File: src/rtl/fetch_pkg.sv
// Shared types and constants for the instruction-fetch stage.
package fetch_pkg;

    typedef enum logic [1:0] {
        FETCH = 2'd0,
        HOLD  = 2'd1,
        DROP  = 2'd2
    } fetch_state_e;

    localparam logic [31:0] NOP_INSTR        = 32'h0000_0000;
    localparam logic [31:0] DEFAULT_RESET_PC = 32'h0000_0000;

endpackage

File: src/rtl/fetch_stage_ifid_reg.sv
// IF/ID pipeline register: flush beats load, load beats hold;
// with none of them asserted the register bubbles (valid drops, data kept).
module ifid_reg
    import fetch_pkg::*;
#(
    parameter int ADDR_W = 32
) (
    input  logic              clk,
    input  logic              reset,
    input  logic              load,
    input  logic              hold,
    input  logic              flush,
    input  logic [31:0]       instr_d,
    input  logic [ADDR_W-1:0] pc4_d,
    output logic              valid,
    output logic [31:0]       instr,
    output logic [ADDR_W-1:0] pc4
);

    always_ff @(posedge clk) begin
        if (reset) begin
            valid <= 1'b0;
            instr <= NOP_INSTR;
            pc4   <= '0;
        end else if (flush) begin
            valid <= 1'b0;
            instr <= NOP_INSTR;
        end else if (load) begin
            valid <= 1'b1;
            instr <= instr_d;
            pc4   <= pc4_d;
        end else if (!hold) begin
            valid <= 1'b0;
        end
    end

endmodule

File: src/rtl/fetch_stage.sv
// Instruction-fetch stage: PC, imem req/ack handshake, skid for stalls,
// and redirect handling including redirects that land mid-fetch.
//
//   state | meaning
//   FETCH | request outstanding at pc; ack delivers into IF/ID or skid
//   HOLD  | acked word parked in skid while decode stalls; no request
//   DROP  | redirected mid-fetch; wait for ack, discard it, go to pend_pc
module fetch_stage
    import fetch_pkg::*;
#(
    parameter int                ADDR_W   = 32,
    parameter logic [ADDR_W-1:0] RESET_PC = ADDR_W'(DEFAULT_RESET_PC)
) (
    input  logic              clk,
    input  logic              reset,
    output logic              imem_req,
    output logic [ADDR_W-1:0] imem_addr,
    input  logic              imem_ack,
    input  logic [31:0]       imem_rdata,
    input  logic              stall,
    input  logic              redirect,
    input  logic [ADDR_W-1:0] redirect_pc,
    output logic              ifid_valid,
    output logic [31:0]       ifid_instr,
    output logic [ADDR_W-1:0] ifid_pc4,
    output logic [5:0]        opcode
);

    fetch_state_e      state, state_nxt;
    logic [ADDR_W-1:0] pc, pc_nxt;
    logic [ADDR_W-1:0] pend_pc, pend_pc_nxt;
    logic [31:0]       skid_instr, skid_instr_nxt;
    logic [ADDR_W-1:0] skid_pc4, skid_pc4_nxt;

    logic              ifid_load, ifid_hold, ifid_flush;
    logic [31:0]       ifid_instr_d;
    logic [ADDR_W-1:0] ifid_pc4_d;

    logic              ack_ok;
    logic [ADDR_W-1:0] pc_plus4;
    logic [ADDR_W-1:0] target;

    assign imem_req  = ((state == FETCH) || (state == DROP)) && !reset;
    assign imem_addr = pc;
    // an ack outside an active request is a protocol violation and is ignored
    assign ack_ok    = imem_ack && imem_req;
    assign pc_plus4  = pc + ADDR_W'(4);
    assign target    = {redirect_pc[ADDR_W-1:2], 2'b00};

    always_ff @(posedge clk) begin
        if (reset) begin
            state      <= FETCH;
            pc         <= RESET_PC;
            pend_pc    <= '0;
            skid_instr <= NOP_INSTR;
            skid_pc4   <= '0;
        end else begin
            state      <= state_nxt;
            pc         <= pc_nxt;
            pend_pc    <= pend_pc_nxt;
            skid_instr <= skid_instr_nxt;
            skid_pc4   <= skid_pc4_nxt;
        end
    end

    always_comb begin
        state_nxt      = state;
        pc_nxt         = pc;
        pend_pc_nxt    = pend_pc;
        skid_instr_nxt = skid_instr;
        skid_pc4_nxt   = skid_pc4;
        ifid_load      = 1'b0;
        ifid_hold      = 1'b0;
        ifid_flush     = 1'b0;
        ifid_instr_d   = imem_rdata;
        ifid_pc4_d     = pc_plus4;

        if (redirect) begin
            ifid_flush = 1'b1;
            case (state)
                FETCH: begin
                    if (ack_ok) begin
                        pc_nxt = target;
                    end else begin
                        pend_pc_nxt = target;
                        state_nxt   = DROP;
                    end
                end
                HOLD: begin
                    pc_nxt    = target;
                    state_nxt = FETCH;
                end
                DROP: begin
                    if (ack_ok) begin
                        pc_nxt    = target;
                        state_nxt = FETCH;
                    end else begin
                        pend_pc_nxt = target;
                    end
                end
                default: state_nxt = FETCH;
            endcase
        end else begin
            case (state)
                FETCH: begin
                    if (ack_ok && stall) begin
                        skid_instr_nxt = imem_rdata;
                        skid_pc4_nxt   = pc_plus4;
                        ifid_hold      = 1'b1;
                        state_nxt      = HOLD;
                    end else if (ack_ok) begin
                        ifid_load = 1'b1;
                        pc_nxt    = pc_plus4;
                    end else begin
                        ifid_hold = stall;
                    end
                end
                HOLD: begin
                    if (stall) begin
                        ifid_hold = 1'b1;
                    end else begin
                        ifid_load    = 1'b1;
                        ifid_instr_d = skid_instr;
                        ifid_pc4_d   = skid_pc4;
                        pc_nxt       = pc_plus4;
                        state_nxt    = FETCH;
                    end
                end
                DROP: begin
                    ifid_hold = stall;
                    if (ack_ok) begin
                        pc_nxt    = pend_pc;
                        state_nxt = FETCH;
                    end
                end
                default: state_nxt = FETCH;
            endcase
        end
    end

    ifid_reg #(.ADDR_W(ADDR_W)) u_ifid (
        .clk     (clk),
        .reset   (reset),
        .load    (ifid_load),
        .hold    (ifid_hold),
        .flush   (ifid_flush),
        .instr_d (ifid_instr_d),
        .pc4_d   (ifid_pc4_d),
        .valid   (ifid_valid),
        .instr   (ifid_instr),
        .pc4     (ifid_pc4)
    );

    assign opcode = ifid_instr[31:26];

endmodule

File: config.mk
export PLATFORM = sky130hd
export DESIGN_NAME = fetch_stage
export DESIGN_NICKNAME = d
export VERILOG_FILES = /design/src/rtl/fetch_pkg.sv /design/src/rtl/fetch_stage_ifid_reg.sv /design/src/rtl/fetch_stage.sv
export SDC_FILE = /design/constraint.sdc
export NUM_CORES = 1
export LEC_CHECK = 0
export ABC_AREA = 1
export ABC_CLOCK_PERIOD_IN_PS = 2300
export BUFFER_PORTS_ARGS = -buffer_cell sky130_fd_sc_hd__buf_4
export CORE_AREA = 2 2 129 131
export CTS_CLUSTER_DIAMETER = 150
export DETAILED_ROUTE_END_ITERATION = 10
export DIE_AREA = 0 0 131 133
export PLACE_DENSITY_LB_ADDON = 0.05
export SYNTH_ARGS = -nofsm -noshare
export SYNTH_HDL_FRONTEND = slang
export SYNTH_SLANG_ARGS = --single-unit
File: constraint.sdc
create_clock -name clk -period 2.3 [get_ports clk]
set_clock_uncertainty 0.15 [all_clocks]
set_input_delay 0.345 -clock clk [delete_from_list [all_inputs] [get_ports clk]]
set_output_delay 0.345 -clock clk [all_outputs]
set_load 0.005 [all_outputs]
==> summary.md, run 1 <==
| Metric | Value |
|---|---|
| Status | finished clean |
| Clk slew on worst S/H paths | 70 ps |
| CTS root buffer | clkbuf_16 |
| Core Region | 16200 sq um |
| Seq pwr share | 45.6% |
| Die height | 133 um |
| Required time of the critical path | 1800 ps |
| Die area | 17400 sq um |
| First-pass GRT wire length | 38100 um |
| Hold Fails Final Rpt | 0 |
| Clock share of power | 34.6% |
| Comb pwr share | 19.8% |
| FMAX | 0.459 GHz |
| Total track usage | 27.2% |
| Sequential Area | 3750 sq um |
| Layout cell share with drive strength beyond 1 | 18.9% |
| Number of global-route vias before repair | 7766 |
| Die W | 131 um |
| ANT nets after route | 0 |
| Longest Clk Path Bufs | 2 |
| Worst setup EP type | output pin |
| Post-Layout Cell Count | 1630 |
| Power per Cell Area | 747 nW/um^2 |
| Via count | 8677 |
| Psw | 2.50 mW |
| Largest net degree at the start of global routing | 129 |
| Int Power | 5.58 mW |
| Final nets | 1472 |
| Sw frac | 30.9% |
| CTS tree | built |
| Post-synth ARST share | 0% |
| WL met3 | 1600 um |
| DR DRC count | 0 |
| Multi-input gate area | 4190 sq um |
| Vias/cell | 5.32 |
| Worst VDD drop | 0.504 mV |
| Ys flop type | dfxtp_1 |
| Final setup viols | 0 |
| Final number of max-transition violations | 0 |
| I/O Buffers | 166 |
| Metal-1 WL | 10900 um |
| Initial Util | 53.8% |
| Startpoint types | flip-flop |
| Layout fillers | 1486 |
| Post-synth cell types | 38 |
| Synth warn | 0 |
| Worst Hold Class | in -> reg |
| Critical Path AT | 1680 ps |
| Diodes inserted | 0 |
| Synthesized cell area | 8700 sq um |
| Post-layout util | 66.9% |
| GP Congestion | 0.892 |
| I/O pin total | 173 |
| Worst-Margin Slew | 578 ps |
| CTS buffer count | 17 |
| Minimum clock period | 2180 ps |
| Total Routed Length | 24300 um |
| Worst skew pair latency | 430 ps |
| # rows | 47 |
| Initial drt markers | 666 |
| Max FO, Critical Path | 35 |
| Flops & latches, synth | 187 |
| DRT Pass-1 Iters | 5 |
| DR top layer | met4 |
| Max Cap Viol | 0 |
| Met2 routed WL | 11500 um |
| Crit share post-route | 94.7% |
| Cells after DPL | 1594 |
| Max-slew headroom | 61.2% |
| CP Class | reg -> out |
| H-tree depth | 4 |
| DP HPWL | 16100 um |
| Design Power | 8.08 mW |
| Syn_area_per_cell | 6.91 sq um |
| Post-Synthesis Cells | 1259 |
| Register area share after synthesis | 43.0% |
| Post-synth EDFFs | 0 |
| DR WL/cell | 14.9 um |
| Clock sink count | 187 |
| Congestion Overflow GR | 0 |
| Initial antenna violation count | 0 |
| Leakage Power | 4.82 nW |
| Area growth, synth to finish | 24.4% |
==> final timing paths <==
check	slack [ps]	cells past startpoint	startpoint	endpoint
setup reg to reg	130	12	state[0]	imem_addr[7]
hold / removal	9	3	redirect_pc[12]	pend_pc[12]
setup / recovery	120	6	state[0]	imem_req
hold reg to reg	310	2	pend_pc[6]	pend_pc[6]
==> cells in the mapped netlist, drive strengths merged, types with 2 or more instances <==
master	number	share of area, %
a211oi	5	0.43
a21oi	116	6.7
a31oi	37	2.7
buf	52	3.7
clkbuf	40	1.7
dfxtp	187	43
ha	6	0.86
inv	84	3.6
nand2	285	12
nand3	31	2.1
nand3b	4	0.35
nor2	183	8.1
o211ai	5	0.43
o21a	3	0.26
o21ai	191	11
o22ai	8	0.58
or2	2	0.14
xnor2	8	0.81
xor2	4	0.40
==> metrics by stage <==
step / setup TNS (ps) / instance area (sq um) / setup WS (ps) / hold WS, ps
6_report: 0 / 10800 / 122 / 9.07
2_1_floorplan: 0 / 8710 / 222 / 279
4_1_cts: 0 / 10800 / 15.8 / 1.79
3_3_place_gp: 0 / 10200 / 137 / 296
3_5_place_dp: 0 / 10200 / 65.4 / 303
5_1_grt: -72.2 / 10800 / -19.4 / 18.2
==> placed cells by master, fill, tap and decap left out, drive strengths merged, types with 5 or more instances in the layout <==
master,n
nand3,31
inv,90
a211oi,5
nand2,285
nor2,183
a31oi,37
o21ai,191
a21oi,116
buf,205
dfxtp,187
xnor2,8
o22ai,8
clkbuf,18
ha,6
o211ai,5
clkinvlp,6
==> critical path, cell delays in order (launching register included) <==
cell     delay (ps)
dfxtp_4         370
inv_1           110
ha_1            210
buf_6           280
nor2_1           90
nor2_1           90
buf_4           120
==> kinds of logic (layout without fill, tap and decap cells) <==
| group | after synthesis | after routing | share of synthesized area (%) |
|---|---|---|---|
| buf+inv | 176 | 324 | 9.06 |
| other cells | 1 | 4 | 0.0431 |
| flops | 187 | 187 | 43.0 |
| fa+ha+maj | 6 | 6 | 0.863 |
| mux | 1 | 1 | 0.115 |
| compound gates | 367 | 367 | 22.3 |
| xor+xnor | 12 | 12 | 1.21 |
| simple gates | 509 | 509 | 23.3 |
==> cell type report <==
cell class                 count  area share [%]
timing repair buffer         208            16.0
tap                          220            2.54
clock buffer                  17            3.93
sequential                   187            34.7
inverter                      84            2.91
clock inverter                15            1.25
multi-input combinational    899            38.8
==> sequential cells by signal, indices dropped and copies added (netlist names) <==
name / cells
imem_addr: 30
pend_pc: 30
skid_instr: 32
skid_pc4: 30
state: 2
u_ifid.instr: 32
u_ifid.pc4: 30
u_ifid.valid: 1
==> per-layer routing <==
metal / global-route usage [%] / vias to the layer above
met5: 0 / -
met4: 7.86 / 0
met3: 3.92 / 28
met2: 45.0 / 320
met1: 36.9 / 3938
li1: - / 4391
==> timing repair <==
action                     in CTS  in global routing
setup buffers                   0                  1
hold buffers                    2                  0
pin swaps                       0                  1
gates resized for setup         1                  6
hold endpoints to repair        2                  0
cloned                          0                  1
setup endpoints to repair       1                 18
==> power by group through the flow <==
stage	combinational, mW	sequential (mW)	clock, mW
floorplan	0.900	3.72	0
global placement	1.52	3.75	0
detailed placement	1.54	3.75	0
CTS	1.55	3.68	2.83
global route	1.78	3.71	2.96
finish	1.60	3.68	2.80
Note: power is estimated with default switching activity, not from simulation.
==> run 2: changes to the inputs <==
--- a/config.mk
+++ b/config.mk
@@ -5,7 +5,7 @@
 export SDC_FILE = /design/constraint.sdc
 export NUM_CORES = 1
 export LEC_CHECK = 0
-export ABC_AREA = 1
+export ABC_AREA = 0
 export ABC_CLOCK_PERIOD_IN_PS = 2300
 export BUFFER_PORTS_ARGS = -buffer_cell sky130_fd_sc_hd__buf_4
 export CORE_AREA = 2 2 129 131
==> summary.md, run 2 <==
| Metric | Value |
|---|---|
| Mux contribution to synthesized area | 0.231% |
| H-tree depth | 4 |
| Post-Layout Cell Count | 1534 |
| XOR/XNOR Fraction of Synth Area | 2.42% |
| Final number of max-transition violations | 0 |
| Critical Path AT | 2350 ps |
| Crit path max-delay family | simple AND/OR/NAND/NOR gates |
| Initial Util | 53.6% |
| Biggest regs | skid_instr: 32 flops, u_ifid.instr: 32 flops |
| Post-Synthesis Cells | 1133 |
| Synth Area in Adders | 0.866% |
| First-pass GRT wire length | 39500 um |
| Die height | 133 um |
| Via count | 8706 |
| Synth area leaders | dfxtp_1 (43%), nand2_1 (10%), a21oi_1 (7.7%) |
| Layout cell share with drive strength beyond 1 | 23.3% |
| Largest family of logic cells by synthesized area | simple AND/OR/NAND/NOR gates |
| DR WL/cell | 16.4 um |
| Minimum clock period | 2200 ps |
| Synth top cells by count | nand2_1 (242), dfxtp_1 (187), a21oi_1 (133) |
| Syn_area_per_cell | 7.65 sq um |
| Worst setup EP type | flip-flop |
| Core Region | 16200 sq um |
| Most frequent cells in the layout | nand2_1 (242), buf_4 (240), dfxtp_1 (185) |
| Worst-Margin Slew | 766 ps |
| CTS buffer count | 17 |
| # rows | 47 |
| Initial antenna violation count | 0 |
| Area growth, synth to finish | 29.3% |
| Setup Fix Bufs, Post-CTS | 0 |
| Final nets | 1377 |
| M3 GR Usage | 5.05% |
| Worst VDD drop | 0.580 mV |
| Post-synth EDFFs | 0 |
| Top-count cell post-synth | nand2_1 |
| FMAX | 0.455 GHz |
| Status | finished clean |
| Ys flop type | dfxtp_1 |
| Crit share post-route | 95.5% |
| Leakage Power | 4.38 nW |
| Compound-Gate Fraction of Synth Area | 23.4% |
| Post-synth ARST share | 0% |
| Max-slew headroom | 48.9% |
| Die area | 17400 sq um |
| Layout fillers | 1364 |
| Met2 Track Usage GR | 45.8% |
| Commonest non-fill, non-tap cell in the layout | nand2_1 |
| Clock sink count | 187 |
| Cell taking the most area after synthesis | dfxtp_1 |
| Startpoint types | flip-flop |
| Setup ws final | 105 ps |
| RSZ-0062 raised after global routing | false |
| Final instance area | 11200 sq um |
| Simple-gate area share of the yosys netlist | 23.7% |
| ANT nets after route | 0 |
| Layer with the highest usage | met2 |
| I/O Buffers | 166 |
| Initial drt markers | 674 |
| Max FO, Critical Path | 11 |
| Flops & latches, synth | 187 |
| Critical path's slowest cell | or4_1 |
| Largest net degree at the start of global routing | 79 |
| FF-to-FF path depth | 6 |
| Congestion Overflow GR | 0 |
| Post-synth cell types | 60 |
| Worst skew pair latency | 430 ps |
| DP HPWL | 17100 um |
| Total Routed Length | 25200 um |
| Post-layout util | 69.3% |
| Diodes inserted | 0 |
| Top cell type's share of synthesized area | 43.2% |
| CP bufs+invs | 1 |
| Hold Path Depth | 3 |
| Clk slew on worst S/H paths | 70 ps |
| CTS tree | built |
| Worst slack, placed | 27.3 ps |
| Register area share after synthesis | 43.2% |
| Placed cell area | 10500 sq um |
| Worst-path cell chain | nand4_1 > buf_4 > or4_1 > o21a_1 > nor2_1 > a211oi_1 |
| DRT Pass-1 Iters | 5 |
| Design Power | 7.91 mW |
| CP Class | reg -> reg |
| Cells after DPL | 1501 |
| Number of global-route vias before repair | 7671 |
| Vias/cell | 5.68 |
| Longest Clk Path Bufs | 2 |
| DR DRC count | 0 |
| Total track usage | 28.7% |
| Die W | 131 um |
| Hold Fails Final Rpt | 0 |
| Synthesized cell area | 8670 sq um |
| Synth warn | 0 |
| Required time of the critical path | 2450 ps |
| I/O pin total | 173 |
| CP Depth | 6 |
| Max Cap Viol | 0 |
| Crit path largest cell delay | 580 ps |
| Final setup viols | 0 |
| CTS root buffer | clkbuf_16 |
| Power per Cell Area | 706 nW/um^2 |
| GP Congestion | 0.942 |
| GR Layer Usage met1 | 39.2% |
| Worst Hold Class | in -> reg |
## run 2: per-stage QoR
| step | TNS [ps] | hold slack [ps] |
|---|---|---|
| 2_1_floorplan | 0 | 281 |
| 3_3_place_gp | 0 | 288 |
| 3_5_place_dp | 0 | 296 |
| 4_1_cts | -7.39 | 0.893 |
| 5_1_grt | 0 | 6.21 |
| 6_report | 0 | 10.0 |
## run 2: what timing repair did
| item | in CTS | in global routing |
|---|---|---|
| endpoints found under the hold margin | 2 | 0 |
| endpoints found under the setup margin | 1 | 45 |
| hold buffers | 2 | 0 |
| pin swaps | 0 | 1 |
| resized for setup | 0 | 15 |
## run 2: area by class of cell
| cell class | count | area, sq um | share of cell area, % |
|---|---|---|---|
| multi-input cells | 824 | 4500 | 40.1 |
| flip-flops and latches | 187 | 3750 | 33.4 |
| repair buffers | 252 | 2000 | 17.9 |
| clock buffers | 20 | 447 | 3.99 |
| well taps | 220 | 275 | 2.46 |
| clock inverters | 11 | 164 | 1.46 |
| inverters | 20 | 75.1 | 0.670 |
## run 2: layer usage
| layer | part of all wire, % | wire length (um) |
|---|---|---|
| met3 | 6.3 | 1590 |
| met2 | 48 | 12000 |
| met4 | 2.0 | 500 |
| met5 | 0 | 0 |
| met1 | 44 | 11100 |
## run 2: cell families after synthesis
family	Yosys count
AOI/OAI and AO/OA	314
xor gates and xnor gates	24
adders and majority gates	6
buffers and inverters	125
DFF	187
muxes	2
other	1
and+or+nand+nor	474
## run 2: final timing paths
check | from | endpoint | slack (ps)
worst max-delay path | imem_addr[2] | skid_pc4[29] | 100
worst min-delay path | redirect_pc[13] | pend_pc[13] | 10
worst max register to register | imem_addr[2] | skid_pc4[29] | 100
worst min register to register | u_ifid.pc4[5] | u_ifid.pc4[5] | 300
## run 2: power by group
group          switching [mW]  internal [mW]  total, mW
sequential              0.116           3.40       3.51
clock                    1.29           1.75       3.05
combinational           0.764          0.585       1.35
## run 2: worst min-delay path: stages
cell	delay, ps
buf_4	110
nand2_1	50
a21oi_1	50
==> run 3: changes to the inputs <==
--- a/config.mk
+++ b/config.mk
@@ -8,10 +8,12 @@
 export ABC_AREA = 0
 export ABC_CLOCK_PERIOD_IN_PS = 2300
 export BUFFER_PORTS_ARGS = -buffer_cell sky130_fd_sc_hd__buf_4
-export CORE_AREA = 2 2 129 131
+export CELL_PAD_IN_SITES_DETAIL_PLACEMENT = 1
+export CELL_PAD_IN_SITES_GLOBAL_PLACEMENT = 2
+export CORE_AREA = 2 2 171 173
 export CTS_CLUSTER_DIAMETER = 150
 export DETAILED_ROUTE_END_ITERATION = 10
-export DIE_AREA = 0 0 131 133
+export DIE_AREA = 0 0 173 175
 export PLACE_DENSITY_LB_ADDON = 0.05
 export SYNTH_ARGS = -nofsm -noshare
 export SYNTH_HDL_FRONTEND = slang
==> summary.md, run 3 (synthesized netlist as in run 2, its figures left out) <==
| Metric | Value |
|---|---|
| Final setup viols | 0 |
| DP HPWL | 21800 um |
| Worst VDD drop | 0.313 mV |
| Required time of the critical path | 2470 ps |
| Max-slew headroom | 56.9% |
| Die height | 175 um |
| RSZ-0062 raised after global routing | false |
| Final nets | 1430 |
| H-tree depth | 4 |
| Total track usage | 20.7% |
| I/O Buffers | 166 |
| CTS root buffer | clkbuf_16 |
| Area growth, synth to finish | 38.4% |
| Critical Path AT | 2360 ps |
| Clk slew on worst S/H paths | 80 ps |
| Status | finished clean |
| Congestion Overflow GR | 0 |
| Hold Path Depth | 3 |
| Largest net degree at the start of global routing | 79 |
| Psw | 2.48 mW |
| Initial Util | 30.5% |
| Vias/cell | 5.02 |
| CTS buffer count | 17 |
| Number of global-route vias before repair | 8604 |
| Worst Hold Class | in -> reg |
| Hold Fails Final Rpt | 0 |
| Die area | 30300 sq um |
| Die W | 173 um |
| GP Congestion | 0.800 |
| FF-to-FF path depth | 9 |
| Minimum clock period | 2190 ps |
| DR WL/cell | 18.1 um |
| ANT nets after route | 0 |
| Diodes inserted | 0 |
| Clock share of power | 38.2% |
| Max Cap Viol | 0 |
| CP Class | reg -> reg |
| Int Power | 5.62 mW |
| Worst setup EP type | flip-flop |
| First-pass GRT wire length | 49800 um |
| DR DRC count | 0 |
| Crit share post-route | 95.1% |
| Startpoint types | flip-flop |
| # rows | 62 |
| Comb pwr share | 18.6% |
| DRT Pass-1 Iters | 4 |
| Sw frac | 30.6% |
| Clock sink count | 187 |
| Commonest non-fill, non-tap cell in the layout | buf_4 |
| Post-Route Setup TNS | 0 ps |
| Total Routed Length | 31700 um |
| Layout cell share with drive strength beyond 1 | 23.9% |
| Max FO, Critical Path | 12 |
| Worst reg2reg startpoint | state[1] |
| Cells after DPL | 1676 |
| Most frequent cells in the layout | buf_4 (246), nand2_1 (240), dfxtp_1 (182) |
| Via count | 8794 |
| Final number of max-transition violations | 0 |
| FMAX | 0.457 GHz |
| Leakage Power | 4.64 nW |
| CTS tree | built |
| Initial antenna violation count | 0 |
| RR Endpoint | u_ifid.pc4[30] |
| Hold EP | pend_pc[27] |
| Post-Layout Cell Count | 1751 |
| Core Region | 28400 sq um |
| Seq pwr share | 43.3% |
| Worst-Margin Slew | 647 ps |
| I/O pin total | 173 |
| Worst R2R Setup Slack | 110 ps |
| Longest Clk Path Bufs | 2 |
| Worst skew pair latency | 440 ps |
| Power per Cell Area | 675 nW/um^2 |
| Hold Path Origin | redirect_pc[27] |
| Initial drt markers | 417 |
| Biggest regs | skid_instr: 32 flops, u_ifid.instr: 32 flops |
-- run 3: changes by cell type in the layout (fill, tap and decap cells not counted), moves of 3 or more --
cell           before  now
dlygate4sd3_1       2   42
buf_12              8   14
buf_4             240  246
clkinv_8            1    4
clkinvlp_4          3    0
dfxtp_1           185  182
dfxtp_2             2    5
-- run 3: power by group through the flow --
stage | combinational, mW | clock [mW] | sequential [mW]
global placement | 1.42 | 0 | 3.58
detailed placement | 1.44 | 0 | 3.58
floorplan | 0.690 | 0 | 3.59
global route | 1.66 | 3.33 | 3.53
CTS | 1.50 | 3.17 | 3.50
finish | 1.51 | 3.09 | 3.50
-- run 3: worst max-delay path by stage --
stage	slack, ps	from	endpoint	depth (start not counted)
floorplan	20	state[0]	imem_addr[11]	10
global placement	6	state[1]	imem_addr[12]	8
detailed placement	-60	state[1]	imem_addr[12]	8
CTS	3	imem_addr[2]	u_ifid.pc4[21]	8
global route	4	state[1]	u_ifid.pc4[26]	9
finish	110	state[1]	u_ifid.pc4[30]	9
-- run 3: layout make-up --
type,instances,area (sq um)
inverter,20,75.1
clock inverter,14,179
tap,384,480
clock buffer,17,425
fill,3452,16400
timing repair buffer,305,2590
sequential,187,3750
multi-input combinational,824,4490
-- run 3: per-layer routing --
| metal | share of wire, % | track usage [%] |
|---|---|---|
| met5 | 0 | 0 |
| met4 | 1.0 | 4.73 |
| met3 | 3.1 | 2.76 |
| met2 | 48 | 35.2 |
| met1 | 48 | 28.1 |
-- run 3: worst max-delay path, cell delays in order (launching register included) --
cell and delay [ps]:
dfxtp_2 350, inv_1 100, ha_2 240, and3b_1 250, buf_4 170, o211ai_1 100
buf_6 180, nor2_1 300, buf_12 170, a21oi_1 60
-- run 3: stage by stage --
| step | cell area (sq um) | util, % | hold slack, ps | worst slack (ps) | power, mW |
|---|---|---|---|---|---|
| 3_3_place_gp | 10900 | 38.3 | 289 | 6.29 | 5.00 |
| 3_5_place_dp | 10900 | 38.3 | 294 | -57.2 | 5.02 |
| 2_1_floorplan | 8710 | - | 281 | 17.3 | 4.28 |
| 4_1_cts | 11900 | 42.0 | 0.0107 | 2.75 | 8.18 |
| 6_report | 12000 | 42.2 | 6.63 | 113 | 8.10 |
| 5_1_grt | 12000 | 42.2 | 13.5 | 4.08 | 8.52 |
-- run 3: what timing repair did --
action,in CTS,in global routing
setup buffers,0,1
setup endpoints to repair,7,47
hold buffers,41,1
gates cloned,0,1
endpoints found under the hold margin,41,1
pin swaps,0,6
gates resized for setup,4,12
